**src/rtl/y86_pkg.sv**
```systemverilog
`default_nettype none
// +----------------------------------------------------------------------+
// | y86_pkg                                                              |
// | Shared Y86 encodings: icodes, ALU ops, condition codes, CC struct.   |
// | Rev 1.0                                                              |
// +----------------------------------------------------------------------+
package y86_pkg;

    localparam logic [3:0] I_HALT   = 4'h0;
    localparam logic [3:0] I_NOP    = 4'h1;
    localparam logic [3:0] I_RRMOVQ = 4'h2;
    localparam logic [3:0] I_IRMOVQ = 4'h3;
    localparam logic [3:0] I_RMMOVQ = 4'h4;
    localparam logic [3:0] I_MRMOVQ = 4'h5;
    localparam logic [3:0] I_OPQ    = 4'h6;
    localparam logic [3:0] I_JXX    = 4'h7;
    localparam logic [3:0] I_CALL   = 4'h8;
    localparam logic [3:0] I_RET    = 4'h9;
    localparam logic [3:0] I_PUSHQ  = 4'hA;
    localparam logic [3:0] I_POPQ   = 4'hB;
    localparam logic [3:0] I_IADDQ  = 4'hC;

    localparam logic [1:0] ALU_ADD = 2'd0;
    localparam logic [1:0] ALU_SUB = 2'd1;
    localparam logic [1:0] ALU_AND = 2'd2;
    localparam logic [1:0] ALU_XOR = 2'd3;

    localparam logic [3:0] C_YES = 4'd0;
    localparam logic [3:0] C_LE  = 4'd1;
    localparam logic [3:0] C_L   = 4'd2;
    localparam logic [3:0] C_E   = 4'd3;
    localparam logic [3:0] C_NE  = 4'd4;
    localparam logic [3:0] C_GE  = 4'd5;
    localparam logic [3:0] C_G   = 4'd6;

    localparam logic [3:0] REG_NONE = 4'hF;

    typedef struct packed {
        logic zf;
        logic sf;
        logic of;
    } cc_t;

endpackage
`default_nettype wire

```
**src/rtl/execute_pipe_alu_flags.sv**
```systemverilog
`default_nettype none
// +----------------------------------------------------------------------+
// | alu_flags                                                            |
// | Combinational WIDTH-bit ALU computing b OP a plus Z/S/O flags.       |
// | Rev 1.0                                                              |
// +----------------------------------------------------------------------+
module alu_flags
    import y86_pkg::*;
#(
    parameter int WIDTH = 64
) (
    input  logic [WIDTH-1:0] i_a,
    input  logic [WIDTH-1:0] i_b,
    input  logic [1:0]       i_op,
    output logic [WIDTH-1:0] o_result,
    output logic             o_zf,
    output logic             o_sf,
    output logic             o_of
);

    always_comb begin
        o_result = '0;
        o_of     = 1'b0;
        case (i_op)
            ALU_ADD: begin
                o_result = i_b + i_a;
                o_of     = (i_a[WIDTH-1] == i_b[WIDTH-1]) && (o_result[WIDTH-1] != i_a[WIDTH-1]);
            end
            ALU_SUB: begin
                o_result = i_b - i_a;
                o_of     = (i_b[WIDTH-1] != i_a[WIDTH-1]) && (o_result[WIDTH-1] != i_b[WIDTH-1]);
            end
            ALU_AND: o_result = i_b & i_a;
            default: o_result = i_b ^ i_a;
        endcase
        o_zf = (o_result == '0);
        o_sf = o_result[WIDTH-1];
    end

endmodule
`default_nettype wire

```
**src/rtl/execute_pipe.sv**
```systemverilog
`default_nettype none
// +----------------------------------------------------------------------+
// | execute_pipe                                                         |
// | Y86 execute stage: valE, cond eval, CC register, E/M output register.|
// | Optional: EXECUTE_IADDQ_EN enables iaddq (icode C).                  |
// | Rev 1.0                                                              |
// +----------------------------------------------------------------------+
module execute_pipe
    import y86_pkg::*;
#(
    parameter int WIDTH = 64,
    parameter int STEP  = WIDTH / 8
) (
    input  logic             clk,
    input  logic             rst_n,
    input  logic             in_valid,
    output logic             in_ready,
    input  logic [3:0]       in_icode,
    input  logic [3:0]       in_ifun,
    input  logic [WIDTH-1:0] in_valA,
    input  logic [WIDTH-1:0] in_valB,
    input  logic [WIDTH-1:0] in_valC,
    input  logic [3:0]       in_dstE,
    input  logic [3:0]       in_dstM,
    input  logic             cc_suppress,
    input  logic             flush,
    output logic             out_valid,
    input  logic             out_ready,
    output logic [3:0]       out_icode,
    output logic [WIDTH-1:0] out_valE,
    output logic [WIDTH-1:0] out_valA,
    output logic [3:0]       out_dstE,
    output logic [3:0]       out_dstM,
    output logic             out_cnd,
    output logic             out_err,
    output logic             cc_zf,
    output logic             cc_sf,
    output logic             cc_of
);

    localparam logic [WIDTH-1:0] STEP_W = WIDTH'(STEP);

    logic [WIDTH-1:0] w_alu_a, w_alu_b, w_alu_res;
    logic [1:0]       w_alu_op;
    logic             w_alu_zf, w_alu_sf, w_alu_of;
    logic             w_use_alu, w_op_err, w_cc_write;
    logic             w_cond, w_cond_ok, w_is_cond, w_cnd, w_accept;
    logic [WIDTH-1:0] w_val_e;
    logic [3:0]       w_dst_e;

    logic             out_valid_q, out_valid_d;
    logic [3:0]       out_icode_q, out_icode_d;
    logic [WIDTH-1:0] out_valE_q, out_valE_d;
    logic [WIDTH-1:0] out_valA_q, out_valA_d;
    logic [3:0]       out_dstE_q, out_dstE_d;
    logic [3:0]       out_dstM_q, out_dstM_d;
    logic             out_cnd_q, out_cnd_d;
    logic             out_err_q, out_err_d;
    cc_t              cc_q, cc_d;

    // Operand steering: every valE goes through the ALU as b OP a.
    always_comb begin
        w_alu_a    = in_valA;
        w_alu_b    = '0;
        w_alu_op   = ALU_ADD;
        w_use_alu  = 1'b1;
        w_op_err   = 1'b0;
        w_cc_write = 1'b0;
        case (in_icode)
            I_RRMOVQ: ;
            I_IRMOVQ: w_alu_a = in_valC;
            I_RMMOVQ, I_MRMOVQ: begin
                w_alu_a = in_valC;
                w_alu_b = in_valB;
            end
            I_OPQ: begin
                if (in_ifun <= 4'd3) begin
                    w_alu_b    = in_valB;
                    w_alu_op   = in_ifun[1:0];
                    w_cc_write = 1'b1;
                end else begin
                    w_use_alu = 1'b0;
                    w_op_err  = 1'b1;
                end
            end
            I_CALL, I_PUSHQ: begin
                w_alu_a  = STEP_W;
                w_alu_b  = in_valB;
                w_alu_op = ALU_SUB;
            end
            I_RET, I_POPQ: begin
                w_alu_a = STEP_W;
                w_alu_b = in_valB;
            end
`ifdef EXECUTE_IADDQ_EN
            I_IADDQ: begin
                w_alu_a    = in_valC;
                w_alu_b    = in_valB;
                w_cc_write = 1'b1;
            end
`endif
            default: w_use_alu = 1'b0;
        endcase
    end

    alu_flags #(.WIDTH(WIDTH)) u_alu (
        .i_a      (w_alu_a),
        .i_b      (w_alu_b),
        .i_op     (w_alu_op),
        .o_result (w_alu_res),
        .o_zf     (w_alu_zf),
        .o_sf     (w_alu_sf),
        .o_of     (w_alu_of)
    );

    // Conditions read the CC register as it stands, before this instruction.
    always_comb begin
        w_cond    = 1'b0;
        w_cond_ok = 1'b1;
        case (in_ifun)
            C_YES:   w_cond = 1'b1;
            C_LE:    w_cond = (cc_q.sf ^ cc_q.of) | cc_q.zf;
            C_L:     w_cond = cc_q.sf ^ cc_q.of;
            C_E:     w_cond = cc_q.zf;
            C_NE:    w_cond = !cc_q.zf;
            C_GE:    w_cond = !(cc_q.sf ^ cc_q.of);
            C_G:     w_cond = !(cc_q.sf ^ cc_q.of) && !cc_q.zf;
            default: w_cond_ok = 1'b0;
        endcase
    end

    assign w_is_cond = (in_icode == I_RRMOVQ) || (in_icode == I_JXX);
    assign w_cnd     = w_is_cond && w_cond;
    assign w_val_e   = w_use_alu ? w_alu_res : '0;
    assign w_dst_e   = ((in_icode == I_RRMOVQ) && !w_cnd) ? REG_NONE : in_dstE;
    assign in_ready  = !out_valid_q || out_ready;
    assign w_accept  = in_valid && in_ready && !flush;

    always_comb begin
        out_valid_d = out_valid_q;
        out_icode_d = out_icode_q;
        out_valE_d  = out_valE_q;
        out_valA_d  = out_valA_q;
        out_dstE_d  = out_dstE_q;
        out_dstM_d  = out_dstM_q;
        out_cnd_d   = out_cnd_q;
        out_err_d   = out_err_q;
        cc_d        = cc_q;
        if (flush) begin
            out_valid_d = 1'b0;
        end else if (w_accept) begin
            out_valid_d = 1'b1;
            out_icode_d = in_icode;
            out_valE_d  = w_val_e;
            out_valA_d  = in_valA;
            out_dstE_d  = w_dst_e;
            out_dstM_d  = in_dstM;
            out_cnd_d   = w_cnd;
            out_err_d   = w_op_err || (w_is_cond && !w_cond_ok);
            if (w_cc_write && !cc_suppress) begin
                cc_d = '{zf: w_alu_zf, sf: w_alu_sf, of: w_alu_of};
            end
        end else if (out_ready) begin
            out_valid_d = 1'b0;
        end
    end

    always_ff @(posedge clk or negedge rst_n) begin
        if (!rst_n) begin
            out_valid_q <= 1'b0;
            out_icode_q <= 4'h0;
            out_valE_q  <= '0;
            out_valA_q  <= '0;
            out_dstE_q  <= REG_NONE;
            out_dstM_q  <= REG_NONE;
            out_cnd_q   <= 1'b0;
            out_err_q   <= 1'b0;
            cc_q        <= '{zf: 1'b1, sf: 1'b0, of: 1'b0};
        end else begin
            out_valid_q <= out_valid_d;
            out_icode_q <= out_icode_d;
            out_valE_q  <= out_valE_d;
            out_valA_q  <= out_valA_d;
            out_dstE_q  <= out_dstE_d;
            out_dstM_q  <= out_dstM_d;
            out_cnd_q   <= out_cnd_d;
            out_err_q   <= out_err_d;
            cc_q        <= cc_d;
        end
    end

    assign out_valid = out_valid_q;
    assign out_icode = out_icode_q;
    assign out_valE  = out_valE_q;
    assign out_valA  = out_valA_q;
    assign out_dstE  = out_dstE_q;
    assign out_dstM  = out_dstM_q;
    assign out_cnd   = out_cnd_q;
    assign out_err   = out_err_q;
    assign cc_zf     = cc_q.zf;
    assign cc_sf     = cc_q.sf;
    assign cc_of     = cc_q.of;

endmodule
`default_nettype wire

```
**config.mk**
```make
export PLATFORM = sky130hd
export DESIGN_NAME = execute_pipe
export DESIGN_NICKNAME = d
export VERILOG_FILES = /design/src/rtl/y86_pkg.sv /design/src/rtl/execute_pipe_alu_flags.sv /design/src/rtl/execute_pipe.sv
export SDC_FILE = /design/constraint.sdc
export NUM_CORES = 1
export LEC_CHECK = 0
export BUFFER_PORTS_ARGS = -buffer_cell sky130_fd_sc_hd__buf_4
export CELL_PAD_IN_SITES_DETAIL_PLACEMENT = 1
export CELL_PAD_IN_SITES_GLOBAL_PLACEMENT = 1
export CORE_AREA = 3 3 241 243
export CTS_BUF_LIST = sky130_fd_sc_hd__clkbuf_8
export DETAILED_ROUTE_END_ITERATION = 7
export DIE_AREA = 0 0 244 246
export PLACE_DENSITY_LB_ADDON = 0.1
export SYNTH_ARGS = -nofsm -noshare
export SYNTH_HDL_FRONTEND = slang
export SYNTH_SLANG_ARGS = --single-unit
```
**constraint.sdc**
```tcl
create_clock -name clk -period 6.13 [get_ports clk]
set_input_delay 0.3065 -clock clk [delete_from_list [all_inputs] [get_ports clk]]
set_output_delay 0.3065 -clock clk [all_outputs]
set_load 0.05 [all_outputs]
```
; ---- Word-level counts from Yosys, hierarchy flattened
; Cells that the tools add are included.
[totals]
register_bits = 146
input_bits = 214
out_inout_bits = 147
[op_classes]
add_sub_neg = 2
magnitude_cmp = 1
n_eq_ne = 22
mux = 19
n_bitwise = 5
reduce_logical = 31
[op_table]
columns = operator, count
row1 = case mux 64 bit (2 select lines), 2
row2 = case mux 64 bit (3 select lines), 1
row3 = 2-to-1 mux 64 bit, 2
row4 = adder 64 bit, 1
row5 = bitwise AND 64 bit, 1
row6 = logical NOT 64 bit, 1
row7 = subtractor 64 bit, 1
row8 = XOR 64 bit, 1
row9 = "equality test 4 x 3 -> 1 bit, second input constant", 7
row10 = "equality test 4 x 2 -> 1 bit, second input constant", 4
row11 = "equality test 4 bit, second input constant", 4
row12 = logical AND 1 bit, 9
row13 = 2-to-1 mux 1 bit, 8
row14 = OR reduction 8 bit, 1
row15 = logical NOT 1 bit, 7
row16 = case mux 1 bit (7 select lines), 1
row17 = OR reduction 7 bit, 1
row18 = OR reduction 6 bit, 1
row19 = "equality test 4 x 1 -> 1 bit, second input constant", 1
row20 = "<= comparator 4 x 2 -> 1 bit, second input constant", 1
row21 = logical NOT 4 bit, 1
row22 = 2-to-1 mux 4 bit, 1
row23 = case mux 1 bit (2 select lines), 2
row24 = case mux 2 bit (2 select lines), 1
row25 = other kinds (16), 20

; ---- Logic depth before layout (Yosys ltp)
; Gate-level depths: netlist of run 1.
[logic_depth]
ltp_word = 8
ltp_mapped = 24

; ---- Hierarchy
; From an unflattened synthesis of run 1, not the netlist that was laid out.
[hier_totals]
cells_unflattened = 2470
area_unflattened_um2 = 17496.8
[modules_own_cells]
columns = module, instances, cells_each, area_each_um2, seq_area_each_um2
row1 = alu_flags, 1, 1672, 10581.4, 0.0
row2 = execute_pipe, 1, 798, 6915.4, 3664.8

; ---- Worst setup path after synthesis of run 1
; No wires, ideal clock.
[synth_timing]
path_kind = input -> register
start = in in_icode[2]
end = reg cc_q, in the netlist cc_zf
setup_time_ns = 0.060
arrival_ns = 5.526
required_time_ns = 6.070
slack_ns = 0.544
cell_stages = 22
n_path_buf = 4
cell_sequence = clkbuf_1 -> mux2_2 -> nor2_1 -> clkbuf_1 -> buf_1 -> a22o_1 -> inv_1 -> ha_1 -> buf_6 -> or4_4 -> nor3_1 -> o21ba_2 -> a2111oi_4 -> o41ai_2 -> xnor2_1 -> nor2_1 -> or3_1 -> or4_4 -> a2111oi_4 -> nand4_1 -> nor4_1 -> a21o_1
[synth_via]
elab_chain_cells = 6
word_cells_on_any_way = 27
cone_classes = add/sub (2) / eq/ne (10) / mux (5) / bitwise (2) / reduce/logical (8)
[synth_lines]
columns = item, line
row1 = "start, declared", execute_pipe.sv:18  ; input logic [3:0] in_icode,
row2 = "equality test 4 bit, or another cell as far along", execute_pipe.sv:69  ; case (in_icode)
row3 = "OR reduction 6 bit (no line), or another cell as far along", --
row4 = case mux 64 bit (2 select lines) or case mux 2 bit (2 select lines) (tied branches), execute_pipe.sv:69
row5 = "subtractor 64 bit, or another cell as far along", execute_pipe_alu_flags.sv:30  ; o_result = i_b - i_a;
row6 = case mux 64 bit (3 select lines), execute_pipe_alu_flags.sv:24  ; case (i_op)
row7 = logical NOT 64 bit, execute_pipe_alu_flags.sv:36  ; o_zf = (o_result == '0);
row8 = "end signal, assigned", execute_pipe.sv:178  ; cc_q <= '{zf: 1'b1, sf: 1'b0, of: 1'b0};
row9 = "end, declared", execute_pipe.sv:59  ; cc_t cc_q, cc_d;
; Several ways; a longest one is shown, not always the timed one.
; A chain may end at the register's enable or synchronous reset.

; ---- Final worst setup path of run 1
; Ends and elaborated chain as after synthesis.

==> run metrics, run 1 <==
status=complete, no violations; DRC violations left=0; vias in the first global route=21500; total power=5.22 mW; synth cell count leaders=380 x nand2_1, 165 x nor2_1, 152 x a21oi_1; Syn Nets=2634; largest net degree at the start of global routing=81; Max FO, Critical Path=11; GRT overflow=0; met2 usage=49.4%; Seq/Total Area, Yosys=21.8%; # rows=87; antenna viol nets, final=0; vias=20100; required time worst endpoint=6.65 ns; die width=244 um; GRT Total Usage=28.4%; worst r2r src=out_valid; critical path class=in -> reg; Die Area=60000 sq um; CTS Root Cell=clkbuf_8; cell taking the most area after synthesis=dfrtp_1; CTS buffer count=17; Worst-Margin Slew=1.11 ns; Clock Latency Late Sink=0.56 ns; Worst-path clk slew=0.10 ns; synthesized area=16800 sq um; Distinct cells, synth=111; IO Count=361; HPWL after detailed placement=68.2 mm; largest cells by area after synthesis=dfrtp_1 20%, ha_1 9.5%, nand2_1 8.5%; fraction of layout cells with a size suffix above 1=25.7%; design area=23100 sq um; Avg Inst Size Synth=7.35 sq um; final hold vios=0; Slew Viols, Final=0; Top FF cell, synth=dfrtp_1; H-tree depth=4; port buffer count=360; post-DR wirelength/cell=24.2 um; Top Usage Layer GRT=met2; Yosys top cell area share=20.4%; routability cong.=0.924; CTS tree=done; Worst Setup Start Kind=input port; Final min period=5.88 ns; Tcrit/Tclk final=96.0%; placed inst area=21600 sq um; number of flops mapped to enable cells by yosys=0; CP Capture Type=flop; Max Freq=0.170 GHz; Fillers=6949; via/cell ratio=5.61; Sink Count=146; crit path launch=in_icode[2]; r2r setup slk=2.40 ns; Register Area=3660 sq um; drt total wl=86.6 mm; R2R cell count=16; worst vdd ir=0.153 mV; multi-input logic area=12400 sq um; first drt pass iteration count=5; critical hold path startpoint=in_ifun[3]; FF+latch count, synth=146; leakage power=10.9 nW; Core Footprint=56200 sq um; nets=3149; met3 global-route usage=4.64%; drt first-iter violations=1243; die height=246 um; Initial Util=30.0%; GR Util met1=36.1%; max cap viols=0; relative slew slack=25.8%; Area Growth Syn to Fin=37.0%; clock buffer depth=2; Post-synth ARST share=100%; Final Setup Violations=0; worst hold path cell count=3; first-pass GRT wire length=132 mm; Post-Syn Instances=2290; Hold WC Path Type=in -> reg; most frequent cell after synthesis=nand2_1; Worst Skew=0.0128 ns; Pwr Density=226 nW/um^2; antenna violations before repair=1; CP arrival=6.40 ns; Synth Warn #=0
cell usage in the layout, fill, tap and decap left out, types with 46 or more instances in the layout:
cell	n
buf_4	565
nand2_1	379
nor2_1	160
a21oi_1	147
dfrtp_1	137
inv_1	134
ha_1	124
o21ai_0	118
nor2b_1	99
a22o_1	92
dlygate4sd3_1	79
nor3_1	46
kinds of logic (layout without fill, tap and decap cells):
| family | count (synthesis) | after routing | synth area share (%) |
|---|---|---|---|
| xor gates and xnor gates | 26 | 26 | 1.35 |
| and+or+nand+nor | 900 | 900 | 25.5 |
| muxes | 21 | 21 | 1.32 |
| adders and majority gates | 130 | 130 | 9.75 |
| AOI/OAI and AO/OA | 778 | 778 | 33.7 |
| buffers and inverters | 289 | 817 | 6.62 |
| DFF | 146 | 146 | 21.8 |
| other | 0 | 2 | 0 |
flip-flops by register name, summed over array words and instances (netlist names):
register and flops:
out_dstE 4, out_cnd 1, out_valA 64, out_dstM 4, cc_of 1, out_valid 1, out_icode 4, cc_zf 1
out_err 1, out_valE 64, cc_sf 1
where the power goes:
group          total [mW]  internal, mW  switching, mW
sequential           1.22          1.12         0.0950
clock               0.895         0.419          0.476
combinational        3.11          1.12           1.99
total                5.22          2.66           2.56
final timing paths:
| path | end |
|---|---|
| min in group asynchronous | out_valA[26] |
| min reg2reg | out_dstM[0] |
| max | cc_zf |
| max reg2reg | cc_zf |
| max in group asynchronous | out_valE[7] |
| min | out_err |
critical path, stage by stage:
cell and delay (ns):
dlygate4sd3_1 0.52, buf_4 0.19, mux2_2 0.37, nor2_4 0.20, nor2_4 0.13, a22o_1 0.28, ha_1 0.34, buf_4 0.16
a211o_1 0.31, a311oi_4 0.42, nor3_1 0.12, o21ba_2 0.28, buf_4 0.18, a41oi_1 0.49, or2_2 0.23, a22o_1 0.14
o311a_1 0.33, o21ai_0 0.15, or4_4 0.46, a2111oi_4 0.23, nand4_1 0.24, nor4_2 0.19, a21o_1 0.12
per-layer routing:
metal | vias to the layer above | share of wire [%]
li1 | 9387 | -
met1 | 10100 | 44
met4 | 0 | 2.4
met3 | 97 | 4.9
met2 | 528 | 49
met5 | - | 0
stage by stage:
stage	hold WS [ns]	TNS (ns)	setup WS, ns	util, %	std cells
floorplan	0.0109	0	0.544	-	2290
global placement	0.213	0	0.00812	38.4	3458
detailed placement	0.215	-0.0643	-0.0643	38.4	3458
CTS	0.0430	0	0.0413	40.6	3569
global route	0.126	-0.00403	-0.00403	41.1	3575
finish	0.121	0	0.247	41.1	3576
what timing repair did:
item | in CTS | in global routing
buffers inserted | 0 | 5
endpoints found under the hold margin | 103 | 0
setup endpoints to repair | 0 | 1
hold buffers | 79 | 0
resized for setup | 0 | 52
area by class of cell:
cell class,count,share of cell area (%)
inverters,135,2.20
flip-flops and latches,146,15.9
well taps,756,4.10
multi-input cells,1855,53.6
repair buffers,650,22.3
diodes,2,0.0217
clock inverters,14,0.770
clock buffers,18,1.07
(Power assumes the default switching activity.)
==> inputs of run 2 (changes only) <==
CORE_AREA = 4 4 242 244   (was 3 3 241 243)
DIE_AREA = 0 0 246 248   (was 0 0 244 246)
==> run metrics, run 2 (same netlist as run 1, synthesis figures left out) <==
status=complete, no violations; vias=20000; fraction of layout cells with a size suffix above 1=24.0%; CP peak stage delay=0.57 ns; leakage power=10.7 nW; via/cell ratio=5.67; max cap viols=0; final hold vios=0; CTS tree=done; vias in the first global route=21200; port buffer count=360; CP arrival=6.49 ns; Worst Path Buf+Inv=8; CTS Root Cell=clkbuf_8; hold slack final=0.129 ns; critical hold path startpoint=in_ifun[3]; largest net degree at the start of global routing=142; Die Area=61000 sq um; DRC violations left=0; WL met2=40.5 mm; M1 wire length=38.3 mm; worst vdd ir=0.160 mV; drt first-iter violations=1434; Crit-path slowest cell=ha_1; Area Growth Syn to Fin=34.7%; Final Setup Violations=0; antenna violations before repair=3; required time worst endpoint=6.67 ns; HPWL after detailed placement=66.9 mm; Worst Setup Slack post-DPL=-0.212 ns; placed inst area=21200 sq um; H-tree depth=4; Worst path depth=26; GRT overflow=0; GRT Total Usage=27.6%; worst hold path cell count=3; met3 routed WL=5.59 mm; drt total wl=87.0 mm; Max FO, Critical Path=18; Tcrit/Tclk final=97.0%; total power=5.19 mW; first drt pass iteration count=5; relative slew slack=34.9%; Clock Latency Late Sink=0.59 ns; commonest non-fill, non-tap cell in the layout=buf_4; Initial Util=29.9%; Pwr Density=229 nW/um^2; CP top delay family=simple AND/OR/NAND/NOR gates; top layer in use=met5; CP Capture Type=flop; Fillers=6948; clock buffer depth=2; R2R cell count=16; post-DR wirelength/cell=24.7 um; worst r2r src=out_valid; first-pass GRT wire length=130 mm; routability cong.=0.932; Worst-Margin Slew=0.971 ns; Core Footprint=56300 sq um; most frequent cells in the layout=513 x buf_4, 379 x nand2_1, 161 x nor2_1; Worst Setup Start Kind=input port; Sink Count=146; CTS buffer count=17; Setup TNS=0 ns; design area=22700 sq um; Worst-path clk slew=0.11 ns; # rows=87; Worst Skew=0.0194 ns; Final min period=5.95 ns; die width=246 um; worst setup margin=0.184 ns; die height=248 um; antenna viol nets, final=0; Slew Viols, Final=0; Max Freq=0.168 GHz; Hold WC Path Type=in -> reg; crit path launch=in_icode[1]; nets=3102; most frequent CP cell=buf_4; critical path class=in -> reg; IO Count=361
run 2: cell types whose count changed in the layout (fill, tap and decap cells not counted), moves of 3 or more:
cell | before | now
o31ai_2 | 1 | 4
buf_4 | 565 | 513
a21oi_2 | 5 | 2
o31ai_1 | 36 | 33
run 2: path summary, 6_finish.rpt:
| kind | endpoint | slack [ns] |
|---|---|---|
| worst min register to register | out_dstM[3] | 0.47 |
| worst min-delay path | out_cnd | 0.13 |
| worst max-delay path | cc_zf | 0.18 |
| max in group asynchronous | out_valA[47] | 4.67 |
| min in group asynchronous | out_valA[28] | 0.27 |
| worst max register to register | cc_zf | 2.20 |
run 2: cell type report:
cell class,instances,area (sq um),area share [%]
timing repair buffer,603,4840,21.3
antenna,1,2.50,0.0110
clock inverter,14,178,0.783
inverter,135,507,2.23
multi-input combinational,1855,12300,54.2
clock buffer,18,248,1.09
sequential,146,3660,16.2
tap,756,946,4.17
run 2: tightest hold or removal path: cells and delay by family:
kind,cells,cell delay [ns]
AOI/OAI and AO/OA,2,0.25
buffers and inverters,1,0.11
run 2: per-stage QoR:
stage / util (%) / cells
after detailed placement: 37.6 / 3406
after global placement: 37.6 / 3406
after CTS: 39.8 / 3518
after floorplan: - / 2290
after global routing: 40.3 / 3528
final: 40.3 / 3528
run 2: repair_timing:
action,in CTS,in global routing
buffers inserted,0,7
hold buffers,80,0
hold endpoints to repair,121,0
setup endpoints to repair,0,1
gates resized for setup,0,36
run 2: per-layer routing:
| layer | track usage, % | vias to the layer above |
|---|---|---|
| met5 | 0 | - |
| met4 | 9.16 | 2 |
| met3 | 6.21 | 119 |
| met2 | 46.0 | 636 |
| met1 | 35.4 | 9940 |
| li1 | - | 9304 |
run 2: where the power goes:
group	switching, mW	total [mW]	leakage, nW	internal (mW)
Combinational	1.97	3.03	8.60	1.06
Sequential	0.101	1.22	1.85	1.12
Clock	0.513	0.932	0.214	0.419
Total	2.58	5.19	10.7	2.61
